===== src/rtl/audio_frame_timer.sv =====
// rtl/audio_frame_timer.sv - bclk/lrclk/slot/bit timing generator with frame tick and overrun flag; AFT_DIV_PROG_EN adds a runtime divider
module audio_frame_timer #(
    parameter int CLK_DIV   = 4,
    parameter int SLOT_BITS = 32,
    parameter int N_SLOTS   = 2,
    parameter int DIV_W     = 8
) (
    input  logic                         clk,
    input  logic                         reset_n,
    input  logic                         enable,
    input  logic                         tdm_mode,
    input  logic                         engine_busy,
    input  logic                         overrun_clr,
`ifdef AFT_DIV_PROG_EN
    input  logic                         div_load,
    input  logic [DIV_W-1:0]             div_value,
`endif
    output logic                         bclk,
    output logic                         lrclk,
    output logic                         bclk_rise,
    output logic                         bclk_fall,
    output logic [$clog2(N_SLOTS)-1:0]   slot_idx,
    output logic [$clog2(SLOT_BITS)-1:0] bit_idx,
    output logic                         frame_tick,
    output logic                         overrun
);

    localparam int SW = $clog2(N_SLOTS);
    localparam int BW = $clog2(SLOT_BITS);

    localparam logic [DIV_W-1:0] DIV_INIT  = DIV_W'(CLK_DIV);
    localparam logic [DIV_W-1:0] DIV_ONE   = DIV_W'(1);
    localparam logic [BW-1:0]    BIT_LAST  = BW'(SLOT_BITS - 1);
    localparam logic [SW-1:0]    SLOT_LAST = SW'(N_SLOTS - 1);
    localparam logic [SW-1:0]    SLOT_MID  = SW'(N_SLOTS / 2 - 1);

    logic [DIV_W-1:0] div;
    logic [DIV_W-1:0] half_ctr;
    logic             tdm_q;

    logic             wrap;
    logic             rise_n;
    logic             fall_n;
    logic             tick_n;
    logic             lr_n;
    logic             last_bit;
    logic             last_slot;
    logic [BW-1:0]    bit_n;
    logic [SW-1:0]    slot_n;

`ifdef AFT_DIV_PROG_EN
    logic [DIV_W-1:0] div_pend;

    // Loads park in div_pend; the live divider only changes on a half-period wrap so no bclk phase is ever cut short.
    always_ff @(posedge clk) begin
        if (!reset_n) begin
            div      <= DIV_INIT;
            div_pend <= DIV_INIT;
        end else begin
            if (div_load) begin
                div_pend <= (div_value == '0) ? DIV_ONE : div_value;
            end
            if (enable && wrap) begin
                div <= div_pend;
            end
        end
    end
`else
    assign div = DIV_INIT;
`endif

    // Next-edge decode: half-period wrap, bclk edge, next slot/bit position and next lrclk level.
    always_comb begin
        wrap      = (half_ctr == div - DIV_ONE);
        rise_n    = wrap & ~bclk;
        fall_n    = wrap & bclk;
        last_bit  = (bit_idx == BIT_LAST);
        last_slot = (slot_idx == SLOT_LAST);
        bit_n     = last_bit ? '0 : bit_idx + BW'(1);
        slot_n    = slot_idx;
        if (last_bit) begin
            slot_n = last_slot ? '0 : slot_idx + SW'(1);
        end
        tick_n    = fall_n & last_bit & last_slot;
        lr_n      = lrclk;
        if (tdm_q) begin
            lr_n = (slot_n == SLOT_LAST) && (bit_n == BIT_LAST);
        end else if (bit_n == BIT_LAST) begin
            if (slot_n == SLOT_MID) begin
                lr_n = 1'b1;
            end else if (slot_n == SLOT_LAST) begin
                lr_n = 1'b0;
            end
        end
    end

    // Timing state; idle clears everything here and keeps sampling tdm_mode so a fresh start uses the current mode.
    always_ff @(posedge clk) begin
        if (!reset_n || !enable) begin
            half_ctr   <= '0;
            bclk       <= 1'b0;
            lrclk      <= 1'b0;
            bclk_rise  <= 1'b0;
            bclk_fall  <= 1'b0;
            slot_idx   <= '0;
            bit_idx    <= '0;
            frame_tick <= 1'b0;
            tdm_q      <= tdm_mode;
        end else begin
            half_ctr   <= wrap ? '0 : half_ctr + DIV_ONE;
            bclk       <= wrap ? ~bclk : bclk;
            bclk_rise  <= rise_n;
            bclk_fall  <= fall_n;
            frame_tick <= tick_n;
            if (fall_n) begin
                bit_idx  <= bit_n;
                slot_idx <= slot_n;
                lrclk    <= lr_n;
            end
            if (tick_n) begin
                tdm_q <= tdm_mode;
            end
        end
    end

    // Sticky overrun: a tick seen while the engine is busy sets it, and a set beats a simultaneous clear.
    always_ff @(posedge clk) begin
        if (!reset_n) begin
            overrun <= 1'b0;
        end else if (frame_tick && engine_busy) begin
            overrun <= 1'b1;
        end else if (overrun_clr) begin
            overrun <= 1'b0;
        end
    end

endmodule


===== config.mk =====
export PLATFORM = sky130hd
export DESIGN_NAME = audio_frame_timer
export DESIGN_NICKNAME = d
export VERILOG_FILES = /design/src/rtl/audio_frame_timer.sv
export SDC_FILE = /design/constraint.sdc
export NUM_CORES = 1
export LEC_CHECK = 0
export ABC_AREA = 0
export BUFFER_PORTS_ARGS = -buffer_cell sky130_fd_sc_hd__buf_2
export CAP_MARGIN = 40
export CORE_AREA = 2 2 46 48
export CTS_CLUSTER_SIZE = 24
export DETAILED_ROUTE_END_ITERATION = 7
export DIE_AREA = 0 0 48 50
export GPL_TIMING_DRIVEN = 0
export MAX_ROUTING_LAYER = met4
export PLACE_DENSITY = 0.73
export SYNTH_ARGS = -nofsm -noshare
export SYNTH_HDL_FRONTEND = slang
export SYNTH_SLANG_ARGS = --single-unit

===== constraint.sdc =====
create_clock -name clk -period 2.4 [get_ports clk]
set_input_delay 0.48 -clock clk [delete_from_list [all_inputs] [get_ports clk]]
set_output_delay 0.48 -clock clk [all_outputs]
set_load 0.05 [all_outputs]

==> impl_metrics.env, run 1 <==
export IMPL_min_path_type="input port to flip-flop"
export IMPL_synth_yosys_seq_area_share=0.467
export IMPL_fmaxAchievable_mhz=461
export IMPL_worst_path_largest_cell_delay_ps=420
export IMPL_tightestPinTransition_ps=450
export IMPL_antenna_cells_inserted=0
export IMPL_die_height_um=50
export IMPL_core_area_um2=1900
export IMPL_ys_async_sr_fraction=0
export IMPL_cell_internal_pwr_w=0.000426
export IMPL_grt_start_max_net_pins=12
export IMPL_clock_power_share=0.308
export IMPL_count_of_yosys_warnings_during_synthesis=0
export IMPL_tritoncts_num_sinks=21
export IMPL_switchingPower_w=0.000114
export IMPL_worstPathBufferInverterCount=1
export IMPL_synth_top_flop_cell="sky130_fd_sc_hd__dfxtp_1"
export IMPL_area_growth_synth_to_final_pct=15.8
export IMPL_final_cycle_utilization_of_the_critical_path=0.905
export IMPL_synth_seq_cells=21
export IMPL_finalMaxSlewViolations=0
export IMPL_min_delay_start="tdm_mode"
export IMPL_endpoint_kind="flip-flop"
export IMPL_worst_path_max_fanout=8
export IMPL_drt_first_iter_violations=7
export IMPL_synth_area_top_cells="sky130_fd_sc_hd__dfxtp_1, sky130_fd_sc_hd__nor2_1, sky130_fd_sc_hd__xnor2_1"
export IMPL_comb_power_share=0.033
export IMPL_maximum_buffer_depth_of_the_clock_tree=2
export IMPL_pwr_share_seq=0.659
export IMPL_h_tree_depth=1
export IMPL_cts_buffers_inserted=3
export IMPL_fin_nets=130
export IMPL_route_detailed_vias_per_inst=4.97
export IMPL_grt_overflow_total=0
export IMPL_timing_critical_path_depth=8
export IMPL_cts_hold_buffers_added=0
export IMPL_dp_cells=142
export IMPL_clock_latency_late_sink_ps=300
export IMPL_rows=16
export IMPL_clk_pin_slew_ps=110
export IMPL_num_io_pins=18
export IMPL_syn_mean_instance_area_um2=9.40
export IMPL_synth_area_um2=921
export IMPL_routedWlPerCell_um=10.9
export IMPL_regToRegEndpoint="lrclk$_SDFFE_PP0P_"
export IMPL_die_area_um2=2400
export IMPL_pwr_density_cell_nw_per_um2=507
export IMPL_timing_final_hold_violations=0
export IMPL_r2r_slack_ps=230
export IMPL_fin_hold_ws_ps=347
export IMPL_cts_repair_resize_count=0
export IMPL_synth_cell_type_count=30
export IMPL_syn_nets=108
export IMPL_status="finished clean"
export IMPL_post_cts_setup_buffers=0
export IMPL_yosys_cell_count_top_type="sky130_fd_sc_hd__dfxtp_1"
export IMPL_totalNegativeSetupSlack_ps=0
export IMPL_finish_cell_count_without_fillers=146
export IMPL_cts_tree="yes"
export IMPL_grt_pass1_vias=736
export IMPL_crit_path_start_kind="flip-flop"
export IMPL_firstDrtPassIters=3
export IMPL_cts_root_buf="sky130_fd_sc_hd__clkbuf_4"
export IMPL_relSlewSlack=0.700
export IMPL_synthesis_instances=98
export IMPL_min_path_cells=1
export IMPL_vdd_ir_drop_max_uv=353
export IMPL_cap_violations=0
export IMPL_timing_reg2reg_worst_path_depth=8
export IMPL_finalWeightedCongestion=0.760
export IMPL_fin_worst_skew_ps=7.73
export IMPL_synthTopCellsByCount="sky130_fd_sc_hd__dfxtp_1, sky130_fd_sc_hd__nor2_1, sky130_fd_sc_hd__nand2_1, sky130_fd_sc_hd__nand3_1"
export IMPL_synth_top_area_cell="sky130_fd_sc_hd__dfxtp_1"
export IMPL_crit_chain="ha_1 > and3_1 > ha_1 > clkbuf_1 > xnor2_1 > xnor2_1 > or4_1 > a31oi_1"
export IMPL_place_port_buffers=17
export IMPL_num_vias=725
export IMPL_drive_above_1_share=0.218
export IMPL_timing_final_setup_violations=0
export IMPL_power_switching_fraction=0.211
export IMPL_path_delay_family="simple AND/OR/NAND/NOR gates"
export IMPL_worst_r2r_startpoint="bit_idx[0]$_SDFFE_PP0P_"
export IMPL_p_leak_nw=0.426
export IMPL_drc=0
export IMPL_grt_first_pass_wirelength_um=2860
export IMPL_floorplan_initialDensity=0.484
export IMPL_wirelength_um=1590
export IMPL_fp_dieW_um=48
export IMPL_antenna_violations_before_repair=0
export IMPL_dp_final_hpwl_um=1260
export IMPL_grt_setup_unrepaired="false"
export IMPL_all_layer_gr_usage=0.168
export IMPL_crit_required_ps=2630
export IMPL_timing_setup_critical_path_class="flip-flop to flip-flop"
export IMPL_hold_end="tdm_q$_DFFE_PP_"
export IMPL_worstPathArrival_ps=2410
export IMPL_slowest_stage="sky130_fd_sc_hd__dfxtp_1"
export IMPL_timing_final_crit_period_ps=2170
export IMPL_finish_utilization=0.561
export IMPL_drtAntennaViolNets=0
export IMPL_number_of_flops_mapped_to_enable_cells_by_yosys=1
export IMPL_synth_largest_type_area_fraction=0.435
-- routing by layer --
| metal | GRT usage | wire, um | vias up |
|---|---|---|---|
| li1 | - | - | 377 |
| met4 | 0.0676 | 42 | 0 |
| met5 | - | 0 | - |
| met2 | 0.291 | 814 | 9 |
| met1 | 0.176 | 690 | 334 |
| met3 | 0.0330 | 46 | 5 |
-- power by group through the flow --
stage,Combinational [W],Sequential [W],Clock (W)
after floorplan,0.00000982,0.000364,0
after global placement,0.0000172,0.000364,0
after detailed placement,0.0000178,0.000364,0
after CTS,0.0000179,0.000356,0.000171
after global routing,0.0000210,0.000357,0.000190
final,0.0000176,0.000356,0.000166
-- worst max-delay path by stage --
stage	from	end	slack, ps
floorplan	bit_idx[0]$_SDFFE_PP0P_	lrclk$_SDFFE_PP0P_	80
global route	bit_idx[0]$_SDFFE_PP0P_	lrclk$_SDFFE_PP0P_	60
global placement	bit_idx[0]$_SDFFE_PP0P_	lrclk$_SDFFE_PP0P_	300
detailed placement	bit_idx[0]$_SDFFE_PP0P_	lrclk$_SDFFE_PP0P_	260
CTS	bit_idx[0]$_SDFFE_PP0P_	lrclk$_SDFFE_PP0P_	220
finish	bit_idx[0]$_SDFFE_PP0P_	lrclk$_SDFFE_PP0P_	230
-- worst register-to-register path: cells and delay by family, from the launching register on --
| family | cells | cell delay, ps |
|---|---|---|
| and+or+nand+nor | 2 | 580 |
| DFF | 1 | 420 |
| adders and majority gates | 2 | 390 |
| buffers and inverters | 1 | 270 |
| xor gates and xnor gates | 2 | 270 |
| AOI/OAI and AO/OA | 1 | 180 |
-- area by class of cell --
| type | instances | area (um2) |
|---|---|---|
| well taps | 27 | 33.8 |
| repair buffers | 17 | 85.1 |
| fillers | 174 | 836 |
| flip-flops and latches | 21 | 430 |
| clock buffers | 4 | 26.3 |
| plain buffers | 2 | 7.51 |
| inverters | 2 | 7.51 |
| multi-input cells | 73 | 475 |
-- state kept, by name, indices dropped and copies added (netlist names) --
signal,cells
tdm_q,1
bit_idx,5
half_ctr,8
slot_idx,1
bclk_rise,1
overrun,1
bclk,1
lrclk,1
frame_tick,1
bclk_fall,1
-- stage by stage --
stage	worst slack [ps]	instance area [um2]	total power, W
final	229	1070	0.000540
after global routing	60.3	1070	0.000568
after CTS	223	1070	0.000546
after detailed placement	257	1040	0.000382
after global placement	303	1040	0.000381
after floorplan	80.5	921	0.000374
-- cells by family after synthesis --
kind of cell             synth area share
AND/OR/NAND/NOR                     0.287
flip-flops                          0.467
XOR/XNOR                            0.114
AO/OA/AOI/OAI                      0.0503
buffers and inverters              0.0163
adder cells (fa/ha/maj)            0.0543
multiplexers                       0.0109
-- cell usage in the layout (no fill, tap or decap), drive strengths merged, types with 2 or more instances in the layout --
master,n
ha,4
or3,2
xor2,6
buf,17
nor2,17
nor2b,2
nor3,2
and3,2
a21oi,3
nand3,8
inv,2
clkbuf,6
dfxtp,20
o21ai,2
nand2,7
xnor2,6
No activity file was read; power rests on OpenSTA's default activity.
==> inputs of run 2 (changes only) <==
- REMOVE_ABC_BUFFERS: unset -> 1
==> impl_metrics.env, run 2 (same netlist as run 1, synthesis figures left out) <==
export IMPL_status="finished clean"
export IMPL_die_area_um2=2400
export IMPL_fin_nets=128
export IMPL_worst_r2r_startpoint="bit_idx[0]$_SDFFE_PP0P_"
export IMPL_clock_power_share=0.304
export IMPL_fp_dieW_um=48
export IMPL_finish_utilization=0.557
export IMPL_final_common_cell="sky130_fd_sc_hd__dfxtp_1"
export IMPL_pwr_density_cell_nw_per_um2=507
export IMPL_drive_above_1_share=0.222
export IMPL_cts_buffers_inserted=3
export IMPL_worst_path_largest_cell_delay_ps=420
export IMPL_min_path_type="input port to flip-flop"
export IMPL_drt_first_iter_violations=4
export IMPL_slowest_stage="sky130_fd_sc_hd__dfxtp_1"
export IMPL_register_area_um2=430
export IMPL_totalNegativeSetupSlack_ps=0
export IMPL_h_tree_depth=1
export IMPL_layout_cells_most_common_list="sky130_fd_sc_hd__dfxtp_1, sky130_fd_sc_hd__nor2_1, sky130_fd_sc_hd__buf_2"
export IMPL_all_layer_gr_usage=0.155
export IMPL_tritoncts_num_sinks=21
export IMPL_rows=16
export IMPL_firstDrtPassIters=2
export IMPL_cap_violations=0
export IMPL_regToRegEndpoint="lrclk$_SDFFE_PP0P_"
export IMPL_critPathCapture="lrclk$_SDFFE_PP0P_"
export IMPL_top_register="half_ctr"
export IMPL_p_leak_nw=0.423
export IMPL_timing_reg2reg_worst_path_depth=7
export IMPL_cts_tree="yes"
export IMPL_maximum_buffer_depth_of_the_clock_tree=2
export IMPL_finalWeightedCongestion=0.765
export IMPL_clock_latency_late_sink_ps=300
export IMPL_multi_input_area_um2=475
export IMPL_cell_internal_pwr_w=0.000426
export IMPL_wirelength_um=1500
export IMPL_timing_setup_critical_path_class="flip-flop to flip-flop"
export IMPL_timing_final_crit_period_ps=2010
export IMPL_place_port_buffers=17
export IMPL_worstPathArrival_ps=2250
export IMPL_switchingPower_w=0.000111
export IMPL_grt_first_pass_wirelength_um=2620
export IMPL_r2r_slack_ps=390
export IMPL_timing_final_setup_violations=0
export IMPL_core_area_um2=1900
export IMPL_fin_worst_skew_ps=1.20
export IMPL_finalPower_w=0.000536
export IMPL_crit_path_start_kind="flip-flop"
export IMPL_clk_pin_slew_ps=100
export IMPL_post_cts_setup_buffers=0
export IMPL_cts_hold_buffers_added=0
export IMPL_fillers=170
export IMPL_antenna_cells_inserted=0
export IMPL_tightestPinTransition_ps=367
export IMPL_cp_startpoint="bit_idx[0]$_SDFFE_PP0P_"
export IMPL_num_io_pins=18
export IMPL_comb_power_share=0.031
export IMPL_largestRegisters="half_ctr: 8 flops, bit_idx: 5 flops"
export IMPL_fmaxAchievable_mhz=497
export IMPL_drc=0
export IMPL_routedWlPerCell_um=10.4
export IMPL_vdd_ir_drop_max_uv=297
export IMPL_final_cycle_utilization_of_the_critical_path=0.839
export IMPL_grt_overflow_total=0
export IMPL_finalMaxSlewViolations=0
export IMPL_crit_required_ps=2630
export IMPL_die_height_um=50
export IMPL_relSlewSlack=0.755
export IMPL_grt_pass1_vias=666
export IMPL_timing_final_hold_violations=0
export IMPL_antenna_violations_before_repair=0
export IMPL_endpoint_kind="flip-flop"
export IMPL_cts_root_buf="sky130_fd_sc_hd__clkbuf_4"
export IMPL_largest_register_ffs=8
export IMPL_cts_repair_resize_count=0
export IMPL_dp_final_hpwl_um=1160
export IMPL_grt_start_max_net_pins=12
export IMPL_pwr_share_seq=0.664
export IMPL_area_growth_synth_to_final_pct=14.9
export IMPL_num_vias=709
export IMPL_crit_chain="ha_1 > and3_1 > ha_1 > xnor2_1 > xnor2_1 > or4_1 > a31oi_1"
export IMPL_floorplan_initialDensity=0.484
export IMPL_drtAntennaViolNets=0
export IMPL_worst_path_max_fanout=8
export IMPL_grt_setup_unrepaired="false"
export IMPL_power_switching_fraction=0.206
export IMPL_route_detailed_vias_per_inst=4.92
run 2: layout make-up:
class,instances,share of cell area
Multi-Input combinational cell,73,0.449
Tap cell,27,0.0319
Sequential cell,21,0.407
Clock buffer,4,0.0248
Inverter,2,0.00709
Timing Repair Buffer,17,0.0804
run 2: metrics by stage:
stage,std cells,instance area (um2),hold slack [ps],worst slack (ps)
2_1_floorplan,96,913,418,179
3_3_place_gp,140,1030,430,423
3_5_place_dp,140,1030,449,408
4_1_cts,144,1060,346,376
5_1_grt,144,1060,332,252
6_report,144,1060,353,386
run 2: power by group through the flow:
stage | combinational (W) | clock [W] | sequential, W
global placement | 0.0000166 | 0 | 0.000364
floorplan | 0.00000933 | 0 | 0.000364
CTS | 0.0000170 | 0.000172 | 0.000356
detailed placement | 0.0000170 | 0 | 0.000364
finish | 0.0000167 | 0.000163 | 0.000356
global route | 0.0000194 | 0.000192 | 0.000357
run 2: how the worst min path moves through the flow:
stage               slack [ps]                      to                    from  cells past startpoint
finish                     350         tdm_q$_DFFE_PP_                tdm_mode                      1
global route               330         tdm_q$_DFFE_PP_                tdm_mode                      1
CTS                        350         tdm_q$_DFFE_PP_                tdm_mode                      1
detailed placement         450  half_ctr[0]$_SDFF_PP0_  half_ctr[0]$_SDFF_PP0_                      1
global placement           430  half_ctr[0]$_SDFF_PP0_  half_ctr[0]$_SDFF_PP0_                      1
floorplan                  420  half_ctr[0]$_SDFF_PP0_  half_ctr[0]$_SDFF_PP0_                      1
run 2: critical path: cells and delay by family, from the launching register on:
kind | cells | cell delay (ps)
flops | 1 | 420
fa+ha+maj | 2 | 540
simple gates | 2 | 580
xor+xnor | 2 | 250
compound gates | 1 | 160
run 2: metal layers:
| metal | GRT usage | part of all wire | vias up |
|---|---|---|---|
| met2 | 0.260 | 0.50 | 9 |
| met3 | 0.0330 | 0.033 | 5 |
| li1 | - | - | 375 |
| met1 | 0.167 | 0.45 | 320 |
| met5 | - | 0 | - |
| met4 | 0.0676 | 0.022 | 0 |
==> inputs of run 3 (changes only) <==
- ABC_AREA: 0 -> 1
- CORE_AREA: 2 2 46 48 -> 2 2 47 49
- DIE_AREA: 0 0 48 50 -> 0 0 49 51
- PLACE_DENSITY: 0.73 -> 0.72
- clock period: 2.4 -> 2 ns (I/O delays scaled with it)
==> impl_metrics.env, run 3 <==
export IMPL_status="finished clean"
export IMPL_wirelength_um=1640
export IMPL_synthTopCellsByCount="sky130_fd_sc_hd__nand2_1, sky130_fd_sc_hd__dfxtp_1, sky130_fd_sc_hd__nor2_1"
export IMPL_grt_first_pass_wirelength_um=2680
export IMPL_h_tree_depth=1
export IMPL_place_port_buffers=17
export IMPL_antenna_violations_before_repair=0
export IMPL_synth_top_family_by_area="simple AND/OR/NAND/NOR gates"
export IMPL_dp_final_hpwl_um=1300
export IMPL_regToRegEndpoint="lrclk$_SDFFE_PP0P_"
export IMPL_largestRegisters="half_ctr: 8 flops, bit_idx: 5 flops"
export IMPL_fmaxAchievable_mhz=610
export IMPL_layout_cells_most_common_list="sky130_fd_sc_hd__nand2_1, sky130_fd_sc_hd__dfxtp_1, sky130_fd_sc_hd__buf_2"
export IMPL_comb_power_share=0.037
export IMPL_timing_final_setup_violations=0
export IMPL_cell_internal_pwr_w=0.000512
export IMPL_pwr_share_seq=0.649
export IMPL_dp_slack_ps=371
export IMPL_syn_mean_instance_area_um2=8.02
export IMPL_r2r_slack_ps=360
export IMPL_yosys_cell_count_top_type="sky130_fd_sc_hd__nand2_1"
export IMPL_count_of_yosys_warnings_during_synthesis=0
export IMPL_synth_compound_area_frac=0.0663
export IMPL_worstPathBufferInverterCount=0
export IMPL_synth_area_um2=962
export IMPL_timing_setup_critical_path_class="flip-flop to flip-flop"
export IMPL_min_delay_start="tdm_mode"
export IMPL_grt_start_max_net_pins=12
export IMPL_worst_path_largest_cell_delay_ps=360
export IMPL_totalNegativeSetupSlack_ps=0
export IMPL_antenna_cells_inserted=0
export IMPL_num_io_pins=18
export IMPL_cap_violations=0
export IMPL_grt_pass1_vias=648
export IMPL_timing_final_hold_violations=0
export IMPL_worst_r2r_startpoint="bit_idx[0]$_SDFFE_PP0P_"
export IMPL_endpoint_kind="flip-flop"
export IMPL_ys_async_sr_fraction=0
export IMPL_synth_top_flop_cell="sky130_fd_sc_hd__dfxtp_1"
export IMPL_firstDrtPassIters=2
export IMPL_cts_hold_buffers_added=0
export IMPL_synth_area_top_cells="sky130_fd_sc_hd__dfxtp_1, sky130_fd_sc_hd__nand2_1, sky130_fd_sc_hd__nor2_1"
export IMPL_maximum_buffer_depth_of_the_clock_tree=2
export IMPL_switchingPower_w=0.000147
export IMPL_route_detailed_vias_per_inst=4.51
export IMPL_min_path_cells=1
export IMPL_all_layer_gr_usage=0.147
export IMPL_grt_overflow_total=0
export IMPL_cts_tree="yes"
export IMPL_timing_reg2reg_worst_path_depth=9
export IMPL_power_switching_fraction=0.223
export IMPL_worst_path_max_fanout=5
export IMPL_fin_nets=152
export IMPL_tritoncts_num_sinks=21
export IMPL_synthesis_instances=120
export IMPL_cts_repair_resize_count=0
export IMPL_critical_path_top_cell_by_count="sky130_fd_sc_hd__nand2_1"
export IMPL_crit_path_start_kind="flip-flop"
export IMPL_synth_yosys_seq_area_share=0.447
export IMPL_num_vias=763
export IMPL_core_area_um2=2060
export IMPL_largest_register_ffs=8
export IMPL_synth_seq_cells=21
export IMPL_clk_pin_slew_ps=120
export IMPL_synth_cell_type_count=23
export IMPL_drive_above_1_share=0.234
export IMPL_finalWeightedCongestion=0.849
export IMPL_worstPathArrival_ps=1860
export IMPL_cts_root_buf="sky130_fd_sc_hd__clkbuf_4"
export IMPL_vdd_ir_drop_max_uv=334
export IMPL_min_path_type="input port to flip-flop"
export IMPL_pwr_density_cell_nw_per_um2=594
export IMPL_routedWlPerCell_um=9.68
export IMPL_synth_largest_type_area_fraction=0.416
export IMPL_finalMaxSlewViolations=0
export IMPL_post_cts_setup_buffers=0
export IMPL_number_of_flops_mapped_to_enable_cells_by_yosys=1
export IMPL_rows=17
export IMPL_post_synth_and_or_nand_nor_area_fraction=0.342
export IMPL_floorplan_initialDensity=0.466
export IMPL_slowest_stage="sky130_fd_sc_hd__dfxtp_1"
export IMPL_crit_required_ps=2220
export IMPL_die_height_um=51
export IMPL_clock_power_share=0.315
export IMPL_timing_final_crit_period_ps=1640
export IMPL_tightestPinTransition_ps=304
export IMPL_fin_ws_ps=360
export IMPL_final_cycle_utilization_of_the_critical_path=0.820
export IMPL_fin_worst_skew_ps=6.29
export IMPL_drtAntennaViolNets=0
export IMPL_drt_first_iter_violations=6
export IMPL_synth_top_area_cell="sky130_fd_sc_hd__dfxtp_1"
export IMPL_fp_dieW_um=49
export IMPL_clock_latency_late_sink_ps=310
export IMPL_crit_chain="ha_1 > nand2_1 > nor2_1 > ha_1 > xnor2_1 > xor2_1 > nor2_1 > nand2_1 > nand2_1"
export IMPL_yosys_area_share_adder=0.0520
export IMPL_drc=0
export IMPL_p_leak_nw=0.517
export IMPL_path_delay_family="XOR/XNOR gates"
export IMPL_final_common_cell="sky130_fd_sc_hd__nand2_1"
export IMPL_hold_end="tdm_q$_DFFE_PP_"
export IMPL_top_register="half_ctr"
export IMPL_fillers=218
export IMPL_die_area_um2=2500
export IMPL_post_synthesis_share_of_cell_area_spent_on_xor_and_xnor_gates=0.0273
export IMPL_cts_buffers_inserted=3
export IMPL_grt_setup_unrepaired="false"
export IMPL_relSlewSlack=0.796
export IMPL_synth_mux_area_fraction=0
export IMPL_area_growth_synth_to_final_pct=15.2
## run 3: cell types whose count changed after synthesis, sizes merged, moves of 4 or more
| cell | before | now |
|---|---|---|
| inv | 2 | 16 |
| nand2 | 7 | 34 |
| xnor2 | 6 | 2 |
| xor2 | 6 | 1 |
## run 3: logic make-up (layout without fill, tap and decap cells)
family / Yosys count / in the layout
simple gates: 66 / 66
flops: 21 / 21
buf+inv: 16 / 37
compound gates: 10 / 10
fa+ha+maj: 4 / 4
xor+xnor: 3 / 3
## run 3: metrics by stage
stage	hold WS, ps	area [um2]	util	cells	total power (W)
2_1_floorplan	430	962	-	120	0.000452
3_3_place_gp	446	1080	0.525	165	0.000460
3_5_place_dp	453	1080	0.525	165	0.000461
4_1_cts	248	1110	0.537	169	0.000669
5_1_grt	252	1110	0.537	169	0.000683
6_report	258	1110	0.537	169	0.000659
## run 3: layout make-up
class	instances	area (um2)	area share
inverter	16	62.6	0.0564
timing repair buffer	17	85.1	0.0767
tap	28	35.0	0.0316
multi-input combinational	83	469	0.423
sequential	21	430	0.388
clock buffer	4	26.3	0.0237
## run 3: metal layers
layer	wire, um	track usage	up-vias
met5	0	-	-
met4	45	0.100	0
met3	57	0.0263	5
met2	740	0.226	15
met1	792	0.177	325
li1	-	-	418
## run 3: worst max path at each step
| stage | startpoint | end | slack, ps | depth (start not counted) |
|---|---|---|---|---|
| after CTS | bit_idx[0]$_SDFFE_PP0P_ | lrclk$_SDFFE_PP0P_ | 360 | 9 |
| after global placement | bit_idx[0]$_SDFFE_PP0P_ | lrclk$_SDFFE_PP0P_ | 390 | 9 |
| final | bit_idx[0]$_SDFFE_PP0P_ | lrclk$_SDFFE_PP0P_ | 360 | 9 |
| after floorplan | bit_idx[1]$_SDFFE_PP0P_ | lrclk$_SDFFE_PP0P_ | 100 | 9 |
| after global routing | bit_idx[1]$_SDFFE_PP0P_ | lrclk$_SDFFE_PP0P_ | 200 | 9 |
| after detailed placement | bit_idx[1]$_SDFFE_PP0P_ | lrclk$_SDFFE_PP0P_ | 370 | 9 |
## run 3: worst reg2reg max path, cell delays in order, from the launching register on
cell and delay (ps):
sky130_fd_sc_hd__dfxtp_1 360, sky130_fd_sc_hd__ha_1 220, sky130_fd_sc_hd__nand2_1 80, sky130_fd_sc_hd__nor2_1 50, sky130_fd_sc_hd__ha_1 230, sky130_fd_sc_hd__xnor2_1 290
sky130_fd_sc_hd__xor2_1 170, sky130_fd_sc_hd__nor2_1 50, sky130_fd_sc_hd__nand2_1 50, sky130_fd_sc_hd__nand2_1 40
## run 3: power groups by stage
| stage | registers, W | clock network [W] | logic [W] |
|---|---|---|---|
| finish | 0.000427 | 0.000207 | 0.0000241 |
| global route | 0.000428 | 0.000228 | 0.0000266 |
| CTS | 0.000427 | 0.000217 | 0.0000247 |
| detailed placement | 0.000437 | 0 | 0.0000245 |
| global placement | 0.000437 | 0 | 0.0000235 |
| floorplan | 0.000437 | 0 | 0.0000152 |
